==> config.mk <==
export PLATFORM = sky130hd
export DESIGN_NAME = imem_fetch_ctrl_flat
export DESIGN_NICKNAME = d
export VERILOG_FILES = /design/src/rtl/imem_fetch_ctrl_pkg.sv /design/src/rtl/imem_fetch_ctrl_if.sv /design/src/rtl/imem_fetch_ctrl_buf.sv /design/src/rtl/imem_fetch_ctrl.sv /design/src/flat_wrapper.sv
export SDC_FILE = /design/constraint.sdc
export NUM_CORES = 1
export LEC_CHECK = 0
export BUFFER_PORTS_ARGS = -buffer_cell sky130_fd_sc_hd__buf_2
export CAP_MARGIN = 20
export CORE_AREA = 10 10 107 109
export CTS_CLUSTER_DIAMETER = 30
export DETAILED_ROUTE_END_ITERATION = 12
export DIE_AREA = 0 0 117 119
export PLACE_DENSITY = 0.75
export RECOVER_POWER = 100
export SYNTH_ARGS = -nofsm -noshare
export SYNTH_HDL_FRONTEND = slang
export SYNTH_SLANG_ARGS = --single-unit
==> constraint.sdc <==
create_clock -name clk -period 2.7 [get_ports clk]
set_input_delay 0.135 -clock clk [delete_from_list [all_inputs] [get_ports clk]]
set_output_delay 0.135 -clock clk [all_outputs]
set_load 0.02 [all_outputs]
==> src/rtl/imem_fetch_ctrl_pkg.sv <==
// imem_fetch_ctrl_pkg
// Shared widths, the NOP encoding and the memory-controller state encoding.
// The IMEM_ST_* states are kept here so the data-memory controller can reuse
// the same 2-bit encoding.
package imem_fetch_ctrl_pkg;

    localparam int WORD_ADDR_W = 32;
    localparam int WORD_DATA_W = 32;
    // Word tag: byte address without the two offset bits.
    localparam int TAG_W       = WORD_ADDR_W - 2;

    // Instruction substituted on a miss, flush, misalignment or bus timeout.
    localparam logic [WORD_DATA_W-1:0] INS_NOP = 32'h0000_0013;

    typedef enum logic [1:0] {
        IMEM_ST_IDLE = 2'b00,
        IMEM_ST_REQ  = 2'b01,
        IMEM_ST_WAIT = 2'b10
    } imem_st_e;

endpackage

==> src/rtl/imem_fetch_ctrl_if.sv <==
// imem_fetch_ctrl_if
// Instruction-bus read port.
//   bus_req     : request, held until read data or timeout (master -> slave)
//   bus_addr    : word-aligned read address, stable while bus_req is high
//   bus_grnt    : bus granted to this master (slave -> master)
//   bus_rdy     : read data valid this cycle (slave -> master)
//   bus_rd_data : read data (slave -> master)
interface imem_fetch_ctrl_if;
    import imem_fetch_ctrl_pkg::*;

    logic                   bus_req;
    logic [WORD_ADDR_W-1:0] bus_addr;
    logic                   bus_grnt;
    logic                   bus_rdy;
    logic [WORD_DATA_W-1:0] bus_rd_data;

    modport master (
        output bus_req,
        output bus_addr,
        input  bus_grnt,
        input  bus_rdy,
        input  bus_rd_data
    );

    modport slave (
        input  bus_req,
        input  bus_addr,
        output bus_grnt,
        output bus_rdy,
        output bus_rd_data
    );

endinterface

==> src/rtl/imem_fetch_ctrl_buf.sv <==
// if_fetch_buf
// One-entry fetch buffer: tag/data/error register with hit compare.
//   clk, rst : clock, active-low asynchronous reset
//   inv      : invalidate; wins over a simultaneous write
//   we       : write {wtag, wdata, werr}
//   rtag     : lookup tag from the fetch address
//   hit      : entry valid and tag matches rtag
//   rdata    : stored instruction word
//   rerr     : stored word is a timeout substitute
module if_fetch_buf
    import imem_fetch_ctrl_pkg::*;
(
    input  logic                   clk,
    input  logic                   rst,
    input  logic                   inv,
    input  logic                   we,
    input  logic [TAG_W-1:0]       wtag,
    input  logic [WORD_DATA_W-1:0] wdata,
    input  logic                   werr,
    input  logic [TAG_W-1:0]       rtag,
    output logic                   hit,
    output logic [WORD_DATA_W-1:0] rdata,
    output logic                   rerr
);

    logic                   valid_r;
    logic [TAG_W-1:0]       tag_r;
    logic [WORD_DATA_W-1:0] data_r;
    logic                   err_r;

    // Entry storage; invalidate has priority over a write on the same edge.
    always_ff @(posedge clk or negedge rst) begin
        if (!rst) begin
            valid_r <= 1'b0;
            tag_r   <= {TAG_W{1'b0}};
            data_r  <= INS_NOP;
            err_r   <= 1'b0;
        end else begin
            if (inv) begin
                valid_r <= 1'b0;
            end else if (we) begin
                valid_r <= 1'b1;
            end else begin
                valid_r <= valid_r;
            end
            if (we) begin
                tag_r  <= wtag;
                data_r <= wdata;
                err_r  <= werr;
            end
        end
    end

    assign hit   = valid_r & (tag_r == rtag);
    assign rdata = data_r;
    assign rerr  = err_r;

endmodule

==> src/rtl/imem_fetch_ctrl.sv <==
// imem_fetch_ctrl
// Instruction-memory responder for the fetch stage. Serves hits from a
// one-entry buffer combinationally; on a miss it stalls and reads the word
// over the instruction bus, with flush-safe discard and a WAIT timeout.
//   clk, rst       : clock, active-low asynchronous reset
//   if_pc, if_en   : fetch address / request from the IF register
//   flush          : pipeline redirect
//   inv            : invalidate the fetch buffer
//   insn           : instruction to the IF register
//   stall          : fetch not satisfied this cycle
//   fetch_err      : insn is a NOP substituted after a bus timeout
//   fetch_misalign : if_pc not word aligned with if_en high
//   bus            : instruction bus master port
module imem_fetch_ctrl
    import imem_fetch_ctrl_pkg::*;
#(
    parameter int TIMEOUT = 64,
    parameter int CNT_W   = 7
)
(
    input  logic                   clk,
    input  logic                   rst,
    input  logic [WORD_ADDR_W-1:0] if_pc,
    input  logic                   if_en,
    input  logic                   flush,
    input  logic                   inv,
    output logic [WORD_DATA_W-1:0] insn,
    output logic                   stall,
    output logic                   fetch_err,
    output logic                   fetch_misalign,
    imem_fetch_ctrl_if.master      bus
);

    // Value of the counter during the last WAIT cycle before timeout.
    localparam logic [CNT_W-1:0] CNT_LAST = CNT_W'(TIMEOUT - 1);
    localparam logic [CNT_W-1:0] CNT_MAX  = CNT_W'(TIMEOUT);

    imem_st_e         state_r;
    logic             drop_r;
    logic [CNT_W-1:0] cnt_r;
    logic             bus_req_r;
    logic [TAG_W-1:0] bus_tag_r;

    logic                   aligned_s;
    logic                   buf_hit_s;
    logic                   hit_s;
    logic                   miss_s;
    logic                   timeout_s;
    logic                   buf_we_s;
    logic [WORD_DATA_W-1:0] buf_wdata_s;
    logic                   buf_werr_s;
    logic [WORD_DATA_W-1:0] buf_data_s;
    logic                   buf_err_s;

    assign aligned_s    = (if_pc[1:0] == 2'b00);
    assign hit_s        = if_en & aligned_s & buf_hit_s;
    assign miss_s       = if_en & aligned_s & ~buf_hit_s;
    assign timeout_s    = (state_r == IMEM_ST_WAIT) & ~bus.bus_rdy & (cnt_r == CNT_LAST);
    assign bus.bus_req  = bus_req_r;
    assign bus.bus_addr = {bus_tag_r, 2'b00};

    if_fetch_buf u_buf (
        .clk   (clk),
        .rst   (rst),
        .inv   (inv),
        .we    (buf_we_s),
        .wtag  (bus_tag_r),
        .wdata (buf_wdata_s),
        .werr  (buf_werr_s),
        .rtag  (if_pc[WORD_ADDR_W-1:2]),
        .hit   (buf_hit_s),
        .rdata (buf_data_s),
        .rerr  (buf_err_s)
    );

    // Buffer fill at the end of WAIT; a flush on the completing cycle discards too.
    always_comb begin
        buf_we_s    = 1'b0;
        buf_wdata_s = INS_NOP;
        buf_werr_s  = 1'b0;
        if ((state_r == IMEM_ST_WAIT) && !drop_r && !flush) begin
            if (bus.bus_rdy) begin
                buf_we_s    = 1'b1;
                buf_wdata_s = bus.bus_rd_data;
                buf_werr_s  = 1'b0;
            end else if (timeout_s) begin
                buf_we_s    = 1'b1;
                buf_wdata_s = INS_NOP;
                buf_werr_s  = 1'b1;
            end else begin
                buf_we_s    = 1'b0;
            end
        end else begin
            buf_we_s = 1'b0;
        end
    end

    // Fetch-side outputs; flush overrides everything so the redirect is accepted.
    always_comb begin
        insn           = INS_NOP;
        stall          = 1'b0;
        fetch_err      = 1'b0;
        fetch_misalign = if_en & ~aligned_s;
        if (flush) begin
            insn  = INS_NOP;
            stall = 1'b0;
        end else if (hit_s) begin
            insn      = buf_data_s;
            fetch_err = buf_err_s;
        end else if (miss_s) begin
            stall = 1'b1;
        end else begin
            stall = 1'b0;
        end
    end

    // Bus transaction FSM with drop flag and saturating WAIT counter.
    always_ff @(posedge clk or negedge rst) begin
        if (!rst) begin
            state_r   <= IMEM_ST_IDLE;
            drop_r    <= 1'b0;
            cnt_r     <= {CNT_W{1'b0}};
            bus_req_r <= 1'b0;
            bus_tag_r <= {TAG_W{1'b0}};
        end else begin
            case (state_r)
                IMEM_ST_IDLE: begin
                    // A miss seen together with a flush belongs to the
                    // discarded PC, so no access is started for it.
                    if (miss_s && !flush) begin
                        state_r   <= IMEM_ST_REQ;
                        bus_req_r <= 1'b1;
                        bus_tag_r <= if_pc[WORD_ADDR_W-1:2];
                        drop_r    <= 1'b0;
                    end else begin
                        state_r   <= IMEM_ST_IDLE;
                    end
                end
                IMEM_ST_REQ: begin
                    if (flush) begin
                        state_r   <= IMEM_ST_IDLE;
                        bus_req_r <= 1'b0;
                    end else if (bus.bus_grnt) begin
                        state_r <= IMEM_ST_WAIT;
                        cnt_r   <= {CNT_W{1'b0}};
                    end else begin
                        state_r <= IMEM_ST_REQ;
                    end
                end
                IMEM_ST_WAIT: begin
                    if (flush) begin
                        drop_r <= 1'b1;
                    end
                    if (cnt_r != CNT_MAX) begin
                        cnt_r <= cnt_r + CNT_W'(1);
                    end
                    if (bus.bus_rdy || timeout_s) begin
                        state_r   <= IMEM_ST_IDLE;
                        bus_req_r <= 1'b0;
                    end else begin
                        state_r <= IMEM_ST_WAIT;
                    end
                end
                default: begin
                    state_r   <= IMEM_ST_IDLE;
                    bus_req_r <= 1'b0;
                end
            endcase
        end
    end

endmodule

==> src/flat_wrapper.sv <==
// flat-port wrapper written by rule: the top's interface ports become plain ports
module imem_fetch_ctrl_flat import imem_fetch_ctrl_pkg::*;
#(
    parameter int TIMEOUT = 64,
    parameter int CNT_W   = 7
)
  (clk, rst, if_pc, if_en, flush, inv, insn, stall, fetch_err, fetch_misalign, bus_bus_req, bus_bus_addr, bus_bus_grnt, bus_bus_rdy, bus_bus_rd_data);
  imem_fetch_ctrl_if bus_i ();
  input  logic clk;
  input  logic rst;
  input  logic [WORD_ADDR_W-1:0] if_pc;
  input  logic if_en;
  input  logic flush;
  input  logic inv;
  output logic [WORD_DATA_W-1:0] insn;
  output logic stall;
  output logic fetch_err;
  output logic fetch_misalign;
  output wire logic [$bits(bus_i.bus_req)-1:0] bus_bus_req;
  output wire logic [$bits(bus_i.bus_addr)-1:0] bus_bus_addr;
  input wire logic [$bits(bus_i.bus_grnt)-1:0] bus_bus_grnt;
  input wire logic [$bits(bus_i.bus_rdy)-1:0] bus_bus_rdy;
  input wire logic [$bits(bus_i.bus_rd_data)-1:0] bus_bus_rd_data;
  assign bus_bus_req = bus_i.bus_req;
  assign bus_bus_addr = bus_i.bus_addr;
  assign bus_i.bus_grnt = bus_bus_grnt;
  assign bus_i.bus_rdy = bus_bus_rdy;
  assign bus_i.bus_rd_data = bus_bus_rd_data;
  imem_fetch_ctrl #(.TIMEOUT(TIMEOUT), .CNT_W(CNT_W)) u_core (.clk(clk), .rst(rst), .if_pc(if_pc), .if_en(if_en), .flush(flush), .inv(inv), .insn(insn), .stall(stall), .fetch_err(fetch_err), .fetch_misalign(fetch_misalign), .bus(bus_i));
endmodule
# Word level (Yosys, flattened, before mapping)
# Index checks and enable logic that the tools add are counted.
[totals]
register_bits = 105
latchBits = 0
mem_bits_rw = 0
rom_bits = 0
input_bits = 71
output_inout_bits = 68
word_cells = 79
mem_count = 0
[classes]
n_addsub = 1
n_mul = 0
div = 0
n_lt_le_gt_ge = 0
n_eq_ne = 12
shift = 0
mux = 32
bitwise = 10
n_reduce_logical = 15
[ops]
columns = ["operator", "count"]
rows = [
  ["two-way mux 32 bit", 4],
  ["equality test 30 bit", 1],
  ["two-way mux 7 bit", 3],
  ["two-way mux 1 bit", 18],
  ["case mux 7 bit (2 select lines)", 1],
  ["inequality test 2 bit, second input constant", 6],
  ["adder 7 x 1 -> 7 bit, second input constant", 1],
  ["AND 1 bit", 7],
  ["equality test 7 x 6 -> 1 bit, second input constant", 1],
  ["inequality test 7 bit, second input constant", 1],
  ["two-way mux 2 bit", 3],
  ["case mux 2 bit (3 select lines)", 1],
  ["AND reduction 3 bit", 2],
  ["nonzero test 2 bit", 3],
  ["zero test 2 bit", 2],
  ["AND reduction 4 bit", 1],
  ["logical AND 1 bit", 3],
  ["NOT 1 bit", 3],
  ["case mux 1 bit (3 select lines)", 1],
  ["equality test 2 x 1 -> 1 bit, second input constant", 1],
  ["equality test 2 bit, second input constant", 1],
  ["zero test 1 bit", 2],
  ["inequality test 2 x 1 -> 1 bit, second input constant", 1],
  ["case mux 1 bit (2 select lines)", 1],
  ["other kinds (2)", 2],
]

# Depth between registers and ports, before layout
# Gate-level depths: netlist (run 1).
[depth]
word_depth = 8
mapped_depth = 8
depth_no_buf = 6

# By module
# A second synthesis (run 1) with hierarchy kept.
[unflattened]
hier_cells = 387
area_unflattened_um2 = 4931.0
[by_module_without_submodules]
columns = ["mod", "n_inst", "cells_per_inst", "area_each_um2", "seq_area_each_um2"]
rows = [
  ["if_fetch_buf", 1, 176, 2688.8, 1605.3],
  ["imem_fetch_ctrl", 1, 211, 2242.2, 1026.0],
]

# Worst setup path after synthesis (run 1)
# No wires, ideal clock.
[synth_path]
path_kind = "reg-to-output"
from = "reg u_core.u_buf.tag_r[21]"
to = "out fetch_err"
arrival_ns = 1.860
required_ns = 2.565
path_slack_ns = 0.705
path_stages_with_launch = 7
path_buffers = 1
cell_sequence = "dfrtp_1 -> xnor2_1 -> nand3_1 -> or4_4 -> nor3_2 -> clkbuf_2 -> and2_1"
[synth_via]
elab_chain_len = 5
[synth_rtl]
columns = ["item", "line_no", "text"]
rows = [
  ["start, declared", "imem_fetch_ctrl_buf.sv:27", "logic [TAG_W-1:0] tag_r;"],
  ["start signal, assigned", "imem_fetch_ctrl_buf.sv:35", "tag_r <= {TAG_W{1'b0}};"],
  ["start signal, assigned", "imem_fetch_ctrl_buf.sv:47", "tag_r <= wtag;"],
  ["equality test 30 bit", "imem_fetch_ctrl_buf.sv:54", "assign hit = valid_r & (tag_r == rtag);"],
  ["AND 1 bit", "imem_fetch_ctrl_buf.sv:54", ""],
  ["AND 1 bit", "imem_fetch_ctrl.sv:56", "assign hit_s = if_en & aligned_s & buf_hit_s;"],
  ["two-way mux 1 bit", "imem_fetch_ctrl.sv:107", "end else if (hit_s) begin"],
  ["two-way mux 1 bit", "imem_fetch_ctrl.sv:104", "if (flush) begin"],
  ["end, declared", "flat_wrapper.sv:17", "output logic fetch_err;"],
]
# Every way passes these cells.

# Worst setup path after layout (run 1)
[layout_path]
from = "reg u_core.u_buf.tag_r[23]"
to = "out insn[11]"
[layout_via]
elab_chain_len = 5
[layout_rtl]
columns = ["item", "line_no", "text"]
rows = [
  ["equality test 30 bit", "imem_fetch_ctrl_buf.sv:54", ""],
  ["AND 1 bit", "imem_fetch_ctrl_buf.sv:54", ""],
  ["AND 1 bit", "imem_fetch_ctrl.sv:56", ""],
  ["two-way mux 32 bit", "imem_fetch_ctrl.sv:107", ""],
  ["two-way mux 32 bit", "imem_fetch_ctrl.sv:104", ""],
  ["end, declared", "flat_wrapper.sv:15", "output logic [WORD_DATA_W-1:0] insn;"],
]
# Every way passes these cells.

==> results of run 1 <==
==> cell usage after synthesis, types with 5 or more instances <==
cell,instances
dfrtp_1,102
xnor2_1,17
nor2_1,14
nand2_1,6
xor2_1,17
mux2_4,28
a22o_1,29
mux2_2,33
nor4_1,6
and2_1,31
inv_1,5
clkbuf_1,6
nor3_1,5
==> critical path: stages, from the launching register on <==
cell and delay, ns:
dfrtp_1 0.41, xnor2_1 0.14, nand4_1 0.14, or4_4 0.57, nor3_2 0.20, buf_6 0.24
and2_1 0.18, clkbuf_2 0.18
==> cell type report <==
cell class | count | area [sq um] | area share (%)
Tap cell | 114 | 142.6 | 2.431
Clock inverter | 5 | 65.06 | 1.109
Clock buffer | 11 | 131.4 | 2.239
Multi-Input combinational cell | 223 | 1841 | 31.37
Inverter | 5 | 18.77 | 0.3199
Sequential cell | 105 | 2631 | 44.85
Timing Repair Buffer | 177 | 1037 | 17.68
==> stage by stage <==
stage / cell area (sq um) / std cells / hold WS (ns) / worst slack (ns) / util (%)
detailed placement: 5493 / 590 / 0.2846 / 0.4566 / 58.07
global placement: 5493 / 590 / 0.2690 / 0.4714 / 58.07
CTS: 6030 / 640 / 0.01203 / 0.09243 / 63.74
global route: 5867 / 640 / 0.003816 / 0.01733 / 62.02
finish: 5867 / 640 / 0.007437 / 0.1368 / 62.02
floorplan: 4708 / 351 / -0.1606 / 0.7049 / -
==> cell families after synthesis <==
logic type / after synthesis
AOI/OAI and AO/OA: 43
other: 1
xor gates and xnor gates: 34
DFF: 105
buffers and inverters: 23
muxes: 61
adders and majority gates: 2
and+or+nand+nor: 81
==> metal layers <==
layer	up-vias	global-route usage (%)	routed length [um]
li1	1566	-	-
met1	1625	20.80	4889
met2	103	24.73	5284
met3	13	4.920	989
met4	0	5.178	134
met5	-	0	0
==> flip-flops by register name, indices dropped and copies added (netlist names) <==
register and count:
u_core.bus.bus_req 1, u_core.bus_tag_r 30, u_core.cnt_r 7, u_core.drop_r 1, u_core.state_r 2, u_core.u_buf.rdata 32
u_core.u_buf.rerr 1, u_core.u_buf.tag_r 30, u_core.u_buf.valid_r 1
==> how the worst max path moves through the flow <==
stage	from	end	slack [ns]	depth (start not counted)
2_1_floorplan	u_core.u_buf.tag_r[21]	fetch_err	0.70	6
3_5_place_dp	u_core.u_buf.tag_r[15]	u_core.bus.bus_req	0.46	5
4_1_cts	u_core.u_buf.tag_r[23]	insn[31]	0.09	7
6_report	u_core.u_buf.tag_r[23]	insn[11]	0.14	7
5_1_grt	u_core.u_buf.tag_r[23]	insn[11]	0.02	7
3_3_place_gp	flush	u_core.bus_tag_r[11]	0.47	5
==> power breakdown <==
group          total, mW  leakage, nW  internal (mW)  switching, mW
Combinational      0.890         1.35          0.438          0.453
Sequential          2.18         1.34           1.94          0.243
Clock              0.976       0.0917          0.438          0.537
==> timing repair <==
| action | in CTS | in global routing |
|---|---|---|
| setup endpoints to repair | 0 | 30 |
| buffers inserted | 0 | 0 |
| gates resized for setup | 0 | 2 |
| hold buffers | 34 | 0 |
| hold endpoints to repair | 93 | 0 |
==> impl_metrics.csv, run 1 <==
group,metric,value,unit
setup_path,critical_path_class,"reg2out",
setup_path,reg2reg_slack,0.35,ns
clocking,root_buffer,"clkbuf_8",
clocking,numCtsBuffers,9,
floorplanning,die_height,119,um
hold_path,hold_path_end,"u_core.bus_tag_r[26]",
placed_design,post-dp-hpwl,7.976,mm
power,power_density,690.2,nW/um^2
logic_synthesis,synth_top_area_share,54.26,%
logic_synthesis,synth_mux_area_share,16.84,%
logic_synthesis,ys_ff_latch,105,
floorplanning,die-area,13920,sq um
logic_synthesis,synthFlopType,"dfrtp_1",
timing,clock.fmax,390.1,MHz
power,finalPower,4.049,mW
floorplanning,io_pins,139,
route,wirelength,11.30,mm
setup_path,worstPathArrival,2.43,ns
hold_path,worstHoldPathCells,2,
hold_path,hold_path.class,"in2reg",
timing,relSlewSlack,-4.638,%
route,antenna_left,0,
layout,final.fill_count,781,
logic_synthesis,synth_top_cell_by_area,"dfrtp_1",
timing,slew_viol_final,66,
outcome,failed_checks,"max-capacitance violations, max-slew violations",
timing,timing.final.crit_share,94.93,%
setup_path,reg2reg_depth,5,
placed_design,io_buffers,136,
global_route,groute.usage.overall,15.97,%
layout,nets,594,
clocking,cts_buffer_depth,2,
floorplanning,initial_core_util,49.74,%
setup_path,r2r-start,"u_core.u_buf.tag_r[23]",
logic_synthesis,synthCells,350,
flow_run,cap_violations,1,
logic_synthesis,synth_edf_count,0,
global_route,grt_max_degree,66,
layout,drive_gt1_share,31.37,%
clocking,worstSkewPairLatency,0.36,ns
logic_synthesis,synth-compound-area-share,7.660,%
timing,min_period,2.563,ns
logic_synthesis,async_flop_share,100.0,%
setup_path,timing.rr.end,"u_core.bus.bus_req",
logic_synthesis,syn_avg_cell_area,13.44,sq um
global_route,grt_antenna_before_repair,0,
route,via_per_inst,5.167,
route,drt-pass1-iter-count,4,
route,drt-wirelength-per-cell,17.65,um
logic_synthesis,syn-cell-area,4705,sq um
layout,area_growth,24.71,%
layout,final_common_cell,"dfrtp_1",
logic_synthesis,synth-xor-area-share,6.330,%
floorplanning,num_rows,36,
setup_path,cp_max_fo,33,
route,drcViolationCount,0,
logic_synthesis,seq_area_frac_synth,55.93,%
timing,clock_skew,0.01354,ns
setup_path,end_kind,"output pin",
floorplanning,fp.dieW,117,um
logic_synthesis,netlist_top_cells_area,"dfrtp_1, mux2_4, mux2_2",
route,drtIter0Drc,181,
timing,fin_setup_tns,0,ns
placed_design,finalWeightedCongestion,0.7870,
logic_synthesis,synth_top_family_by_area,"multiplexers",
power,worst_ir_drop_vdd,0.0003769,V
route,vias,3307,
layout,final_cell_mix,"dfrtp_1, buf_2, clkbuf_1, clkbuf_2, dlygate4sd3_1",
setup_path,cp-start-kind,"flop",
outcome,status,"complete, but fails checks",
logic_synthesis,synth-adder-area-share,0.5319,%
clocking,h-tree-depth,3,
logic_synthesis,yosysUniqueCellTypes,39,
clocking,clkTransAtPathRegs,0.11,ns
hold_path,hold_start,"if_pc[28]",
timing,setup_viol_count_final,0,
global_route,grt_pass1_wl,18.05,mm
layout,diodes,0,
timing,worst_pin_slew,1.570,ns
clocking,cts_tree,"yes",
timing,hold_viol_final,0,
power,p_leak,2.790,nW
global_route,grt-ovfl-total,0,
timing,rsz0062_at_grt,"no",
setup_path,cp.required,2.57,ns
logic_synthesis,synth-simple-area-share,9.973,%
global_route,grt_pass1_vias,3528,
floorplanning,coreArea,9459,sq um
clocking,cts.sinks,105,
logic_synthesis,yosysWarnings,0,
No activity file was read; power rests on OpenSTA's default activity.
==> inputs of run 2 (changes only) <==
Settings changed: CORE_AREA 10 10 107 109 to 10 10 149 151, DIE_AREA 0 0 117 119 to 0 0 159 161, PLACE_DENSITY 0.75 to 0.41.
==> run 2 against run 1 <==
The run now ends clean. Via count fell by 1.5%. Design area rose by 4.0%. Sequential share of layout area fell by 1.7 points. Fmax rose by 1.8%. Total power rose by 13%. Final cell count rose by 22%. Non-clock buffer count fell by 9. First-iteration DRC count fell by 35%. Count of clock-buffer cells in the layout fell by 2. Setup slack improved by 0.046 ns. Hold slack improved by 0.0049 ns. Global-route usage fell by 5.9 points.
==> impl_metrics.csv, run 2 (synthesis results as in run 1) <==
group,metric,value,unit
timing,timing.final.crit_share,93.24,%
power,power_density,747.4,nW/um^2
layout,final_util,31.78,%
power,worst_ir_drop_vdd,0.0002973,V
timing,slew_viol_final,0,
timing,relSlewSlack,9.428,%
route,drt-pass1-iter-count,4,
timing,hold_viol_final,0,
timing,rsz0062_at_grt,"no",
setup_path,cp.required,2.57,ns
route,vias,3257,
clocking,numCtsBuffers,9,
layout,final.fill_count,2000,
global_route,groute.usage.overall,10.10,%
power,p_leak,2.827,nW
global_route,grt-ovfl-total,0,
floorplanning,coreArea,19210,sq um
layout,final_cells,783,
layout,final_common_cell,"dfrtp_1",
route,drcViolationCount,0,
clocking,cts.sinks,105,
route,drtIter0Drc,118,
hold_path,hold_start,"bus_bus_rd_data[3]",
clocking,h-tree-depth,3,
power,p_sw,1.351,mW
clocking,cts_buffer_depth,2,
clocking,root_buffer,"clkbuf_16",
floorplanning,initial_core_util,24.49,%
clocking,clkTransAtPathRegs,0.08,ns
timing,setup_viol_count_final,0,
floorplanning,num_rows,51,
setup_path,end_kind,"output pin",
floorplanning,die-area,25600,sq um
route,via_per_inst,4.160,
global_route,grt_pass1_wl,20.75,mm
global_route,grt_antenna_before_repair,1,
layout,nets,585,
global_route,grt_max_degree,54,
setup_path,critical_path_class,"reg2out",
setup_path,cp-start-kind,"flop",
route,drt-wirelength-per-cell,16.29,um
placed_design,post-dp-hpwl,9.533,mm
timing,fin_setup_tns,0,ns
placed_design,dp.cells,745,
layout,multi_input_area,1842,sq um
layout,area_growth,29.73,%
clocking,post-cts-setup-buffers,0,
outcome,status,"finished, final reports clean",
clocking,worstSkewPairLatency,0.36,ns
placed_design,io_buffers,136,
setup_path,startpoint,"u_core.u_buf.tag_r[18]",
layout,drive_gt1_share,32.88,%
global_route,grt_pass1_vias,3688,
layout,seq_area,2631,sq um
power,p_int,3.210,mW
floorplanning,fp.dieW,159,um
flow_run,cap_violations,0,
timing,clock.fmax,397.2,MHz
layout,largest_reg_flops,32,
layout,final_cell_mix,"dfrtp_1, buf_2, clkbuf_1, clkbuf_2, mux2_2",
route,wirelength,12.75,mm
power,p_seq_share,48.1,%
power,finalPower,4.562,mW
power,p_clk_share,32.7,%
placed_design,finalWeightedCongestion,0.7561,
timing,min_period,2.517,ns
floorplanning,die_height,161,um
timing,worst_pin_slew,1.359,ns
floorplanning,io_pins,139,
setup_path,cp_max_fo,33,
setup_path,r2r-start,"u_core.u_buf.tag_r[16]",
power,p_sw_share,29.62,%
hold_path,hold_path.class,"in2reg",
timing,hold_slack,0.01235,ns
setup_path,worstPathArrival,2.38,ns
clocking,cts_tree,"yes",
route,antenna_left,0,
power,comb_power_share,19.3,%
timing,clock_skew,0.01619,ns
==> run 2: cell types whose count changed in the layout (fill, tap and decap cells not counted), moves of 2 or more <==
cell	previous run	this run
dlygate4sd3_1	34	21
buf_4	1	3
clkinv_8	0	3
clkinvlp_4	2	0
clkbuf_8	9	0
clkbuf_16	0	9
==> run 2: final timing paths <==
| check | slack, ns | depth (start not counted) | end |
|---|---|---|---|
| max | 0.18 | 7 | insn[14] |
| min | 0.01 | 2 | u_core.u_buf.rdata[3] |
| min in group asynchronous | 0.61 | 2 | u_core.bus_tag_r[20] |
| max reg2reg | 0.34 | 6 | u_core.bus.bus_req |
| max in group asynchronous | 0.90 | 3 | u_core.bus_tag_r[1] |
| min reg2reg | 0.50 | 1 | u_core.u_buf.rdata[23] |
==> run 2: worst max-delay path, stage by stage (launching register included) <==
cell and delay (ns):
dfrtp_1 0.39, xnor2_1 0.18, nand3_1 0.09, or4_4 0.57, nor3_2 0.25, buf_12 0.21
and2_1 0.17, clkbuf_2 0.17
==> run 2: power by group through the flow <==
stage | Clock (mW) | Sequential [mW] | Combinational (mW)
after floorplan | 0 | 2.30 | 0.528
after global placement | 0 | 2.22 | 0.977
after detailed placement | 0 | 2.22 | 0.992
after CTS | 1.54 | 2.20 | 1.02
after global routing | 1.61 | 2.25 | 0.984
final | 1.49 | 2.19 | 0.879
==> run 2: area by class of cell <==
class                      instances  share of cell area, %
antenna                            1                0.04100
clock buffer                       9                  3.690
clock inverter                     7                  2.071
inverter                           5                 0.3075
multi-input combinational        223                  30.18
sequential                       105                  43.11
tap                              265                  5.433
timing repair buffer             168                  15.17
==> run 2: metrics by stage <==
step	instance area [sq um]	worst slack, ns
finish	6103	0.1826
global route	6103	0.01007
CTS	6287	0.1266
detailed placement	5725	0.3341
global placement	5725	0.3608
floorplan	4708	0.7049
==> run 2: routing by layer <==
layer	GRT usage [%]	vias up	wire length, um
met1	12.34	1628	5736
met3	2.898	10	587
li1	-	1557	-
met5	0	-	0
met2	16.48	62	6218
met4	4.002	0	211
==> run 2: timing repair <==
item / CTS / global route
endpoints found under the hold margin: 67 / 0
gates resized for setup: 0 / 2
hold buffers: 21 / 0
setup endpoints to repair: 0 / 3
==> inputs of run 3 (changes only) <==
Settings changed: CORE_AREA 10 10 149 151 to 10 10 152 154, DIE_AREA 0 0 159 161 to 0 0 162 164, SYNTH_HIERARCHICAL set to 1.
==> run 3 against run 2 <==
Flip-flop and latch count stayed put. Synthesized cell count up 11%. Critical path type is now reg2reg. Clock power fell by 14%. Non-clock buffer count decreased by 16. Final cell count grew 2.9%. Register-to-register slack got worse by 0.18 ns. Via count is 5.7% higher. Count of clock-buffer cells in the layout unchanged.
==> impl_metrics.csv, run 3 <==
group,metric,value,unit
global_route,grt_antenna_before_repair,1,
route,antenna_left,0,
logic_synthesis,syn_avg_cell_area,12.74,sq um
route,drt-pass1-iter-count,4,
power,p_sw_share,31.37,%
logic_synthesis,syn-cell-area,4931,sq um
logic_synthesis,async_flop_share,100.0,%
placed_design,post-dp-hpwl,10.00,mm
route,drtIter0Drc,108,
outcome,status,"finished, final reports clean",
timing,clock_skew,0.007129,ns
layout,drive_gt1_share,45.05,%
global_route,groute.usage.overall,10.49,%
placed_design,finalWeightedCongestion,0.7218,
timing,hold_viol_final,0,
setup_path,critical_path_class,"reg2reg",
setup_path,reg2reg_slack,0.16,ns
setup_path,critPathMaxStageDelay,0.54,ns
layout,final_cell_mix,"dfrtp_1, mux2_2, buf_2, clkbuf_1, and3_1",
setup_path,r2r-start,"u_core/u_buf/tag_r[7]",
layout,nets,603,
placed_design,dpl-instance-area,5966,sq um
clocking,clkTransAtPathRegs,0.08,ns
floorplanning,num_rows,52,
logic_synthesis,synth-compound-area-share,2.081,%
setup_path,cp_max_fo,7,
clocking,worstSkewPairLatency,0.35,ns
timing,worst_pin_slew,1.400,ns
placed_design,io_buffers,136,
logic_synthesis,ys_ff_latch,105,
timing,setup_viol_count_final,0,
setup_path,reg2reg_depth,10,
hold_path,worstHoldPathCells,2,
timing,slew_viol_final,0,
floorplanning,fp.dieW,162,um
hold_path,hold_path.class,"in2reg",
power,p_int,2.887,mW
hold_path,hold_path_end,"u_core/bus_tag_r[23]",
power,p_seq_share,49.4,%
floorplanning,coreArea,20040,sq um
timing,timing.final.crit_share,94.16,%
setup_path,critPathBufInv,3,
timing,fin_setup_tns,0,ns
logic_synthesis,synth_most_common_cell,"dfrtp_1",
logic_synthesis,netlist_top_cells_area,"dfrtp_1, mux2_2, xnor2_1",
logic_synthesis,synthCells,387,
floorplanning,initial_core_util,24.61,%
setup_path,cp_slowest_cell,"or4_4",
setup_path,cp-start-kind,"flop",
power,worst_ir_drop_vdd,0.0002849,V
clocking,cts_tree,"yes",
power,p_sw,1.320,mW
power,p_leak,3.072,nW
global_route,grt-ovfl-total,0,
setup_path,path_cells,"xnor2_2 -> nand4_1 -> or4_4 -> nor4_4 -> buf_6 -> nand2b_2 -> nor3_2 -> buf_12 -> clkbuf_2 -> mux2_2",
route,drt-wirelength-per-cell,17.16,um
layout,design_area,6336,sq um
clocking,numCtsBuffers,9,
layout,area_growth,28.50,%
setup_path,worstPathArrival,2.78,ns
setup_path,cp.required,2.94,ns
layout,final_common_cell,"dfrtp_1",
logic_synthesis,synth_edf_count,0,
route,via_per_inst,4.270,
timing,relSlewSlack,6.656,%
layout,largest_reg_flops,32,
route,vias,3442,
clocking,h-tree-depth,3,
flow_run,cap_violations,0,
timing,min_period,2.542,ns
layout,final_util,31.62,%
logic_synthesis,seq_area_frac_synth,53.36,%
setup_path,critPathTopFamily,"simple AND/OR/NAND/NOR gates",
logic_synthesis,synth-xor-area-share,5.684,%
logic_synthesis,synth_top_area_share,51.76,%
global_route,grt_max_degree,65,
floorplanning,io_pins,139,
logic_synthesis,synth_mux_area_share,21.24,%
floorplanning,die_height,164,um
floorplanning,die-area,26570,sq um
setup_path,timing.rr.end,"u_core/bus_tag_r[4]",
timing,clock.fmax,393.3,MHz
logic_synthesis,synth-simple-area-share,14.31,%
route,wirelength,13.83,mm
logic_synthesis,synthFlopType,"dfrtp_1",
global_route,grt_pass1_wl,21.97,mm
logic_synthesis,yosysUniqueCellTypes,40,
timing,rsz0062_at_grt,"no",
setup_path,startpoint,"u_core/u_buf/tag_r[7]",
clocking,cts.sinks,105,
setup_path,end_kind,"flop",
logic_synthesis,synth_top_family_by_area,"multiplexers",
route,drcViolationCount,0,
power,p_clk_share,30.5,%
clocking,cts_buffer_depth,2,
global_route,grt_pass1_vias,3830,
logic_synthesis,synth_commonest_cells,"dfrtp_1, mux2_2, and3_1, and2_1, xnor2_1",
logic_synthesis,synth_top_cell_by_area,"dfrtp_1",
logic_synthesis,synth-adder-area-share,0.5075,%
power,power_density,663.9,nW/um^2
clocking,root_buffer,"clkbuf_16",
layout,final.fill_count,2111,
power,comb_power_share,20.0,%
hold_path,hold_start,"if_pc[25]",
logic_synthesis,yosysWarnings,6,
[run 3: cell count changes in the layout (fill, tap and decap cells not counted), sizes merged, moves of 6 or more]
cell / before / now
and3: 0 / 33
xnor2: 17 / 26
nor2: 14 / 7
buf: 75 / 84
a22o: 29 / 0
mux2: 61 / 93
xor2: 17 / 6
clkbuf: 81 / 75
dlygate4sd3: 21 / 2
nand2b: 4 / 10
[run 3: logic make-up (layout without fill, tap and decap cells)]
logic type | Yosys count | in the layout
simple gates | 112 | 112
flops | 105 | 105
mux | 93 | 93
xor+xnor | 32 | 32
buf+inv | 26 | 173
compound gates | 16 | 16
fa+ha+maj | 2 | 2
other cells | 1 | 3
[run 3: per-layer routing]
| layer | global-route usage (%) | vias up | routed length [um] |
|---|---|---|---|
| met5 | 0 | - | 0 |
| met4 | 2.357 | 0 | 142 |
| met3 | 4.631 | 11 | 1087 |
| met2 | 15.99 | 109 | 6200 |
| met1 | 13.41 | 1693 | 6399 |
| li1 | - | 1629 | - |
[run 3: worst max path at each step]
stage	endpoint	slack, ns	depth (start not counted)
final	u_core/bus_tag_r[4]	0.16	10
after global routing	insn[29]	0.02	8
after CTS	insn[4]	-0.05	9
after detailed placement	u_core/bus_tag_r[0]	0.07	8
after global placement	u_core/bus_tag_r[7]	0.13	8
after floorplan	u_core/bus_tag_r[23]	0.37	8
[run 3: power by group through the flow]
stage | clock (mW) | sequential (mW) | combinational (mW)
after floorplan | 0 | 2.20 | 0.405
after global placement | 0 | 2.10 | 0.872
after detailed placement | 0 | 2.11 | 0.885
after CTS | 1.36 | 2.08 | 0.907
after global routing | 1.41 | 2.13 | 0.943
final | 1.28 | 2.08 | 0.843
[run 3: timing repair]
action | in CTS | in global routing
gates resized for setup | 27 | 4
endpoints found under the hold margin | 49 | 0
hold buffers | 2 | 0
cloned | 1 | 1
pin swaps | 5 | 5
setup endpoints to repair | 33 | 35
buffers inserted | 4 | 0
[run 3: layout make-up]
| cell class | instances | area, sq um | area share [%] |
|---|---|---|---|
| Multi-Input combinational cell | 257 | 2222 | 35.07 |
| Clock buffer | 9 | 225.2 | 3.555 |
| Antenna cell | 1 | 2.502 | 0.03949 |
| Sequential cell | 105 | 2631 | 41.53 |
| Tap cell | 270 | 337.8 | 5.332 |
| Clock inverter | 7 | 62.56 | 0.9874 |
| Inverter | 5 | 18.77 | 0.2962 |
| Timing Repair Buffer | 152 | 835.8 | 13.19 |
[run 3: worst reg2reg max path, cell delays in order, from the launching register on]
cell and delay [ns]:
dfrtp_1 0.41, xnor2_2 0.17, nand4_1 0.12, or4_4 0.54, nor4_4 0.15, buf_6 0.17
nand2b_2 0.16, nor3_2 0.07, buf_12 0.14, clkbuf_2 0.19, mux2_2 0.31
[run 3: metrics by stage]
stage / hold WS (ns) / instances / power [mW] / setup slack (ns)
2_1_floorplan: -0.1606 / 388 / 2.601 / 0.3725
3_3_place_gp: 0.2411 / 781 / 2.971 / 0.1277
3_5_place_dp: 0.2456 / 781 / 2.992 / 0.06953
4_1_cts: 0.001324 / 804 / 4.345 / -0.04773
5_1_grt: 0.02474 / 806 / 4.484 / 0.02242
6_report: 0.02903 / 806 / 4.207 / 0.1576
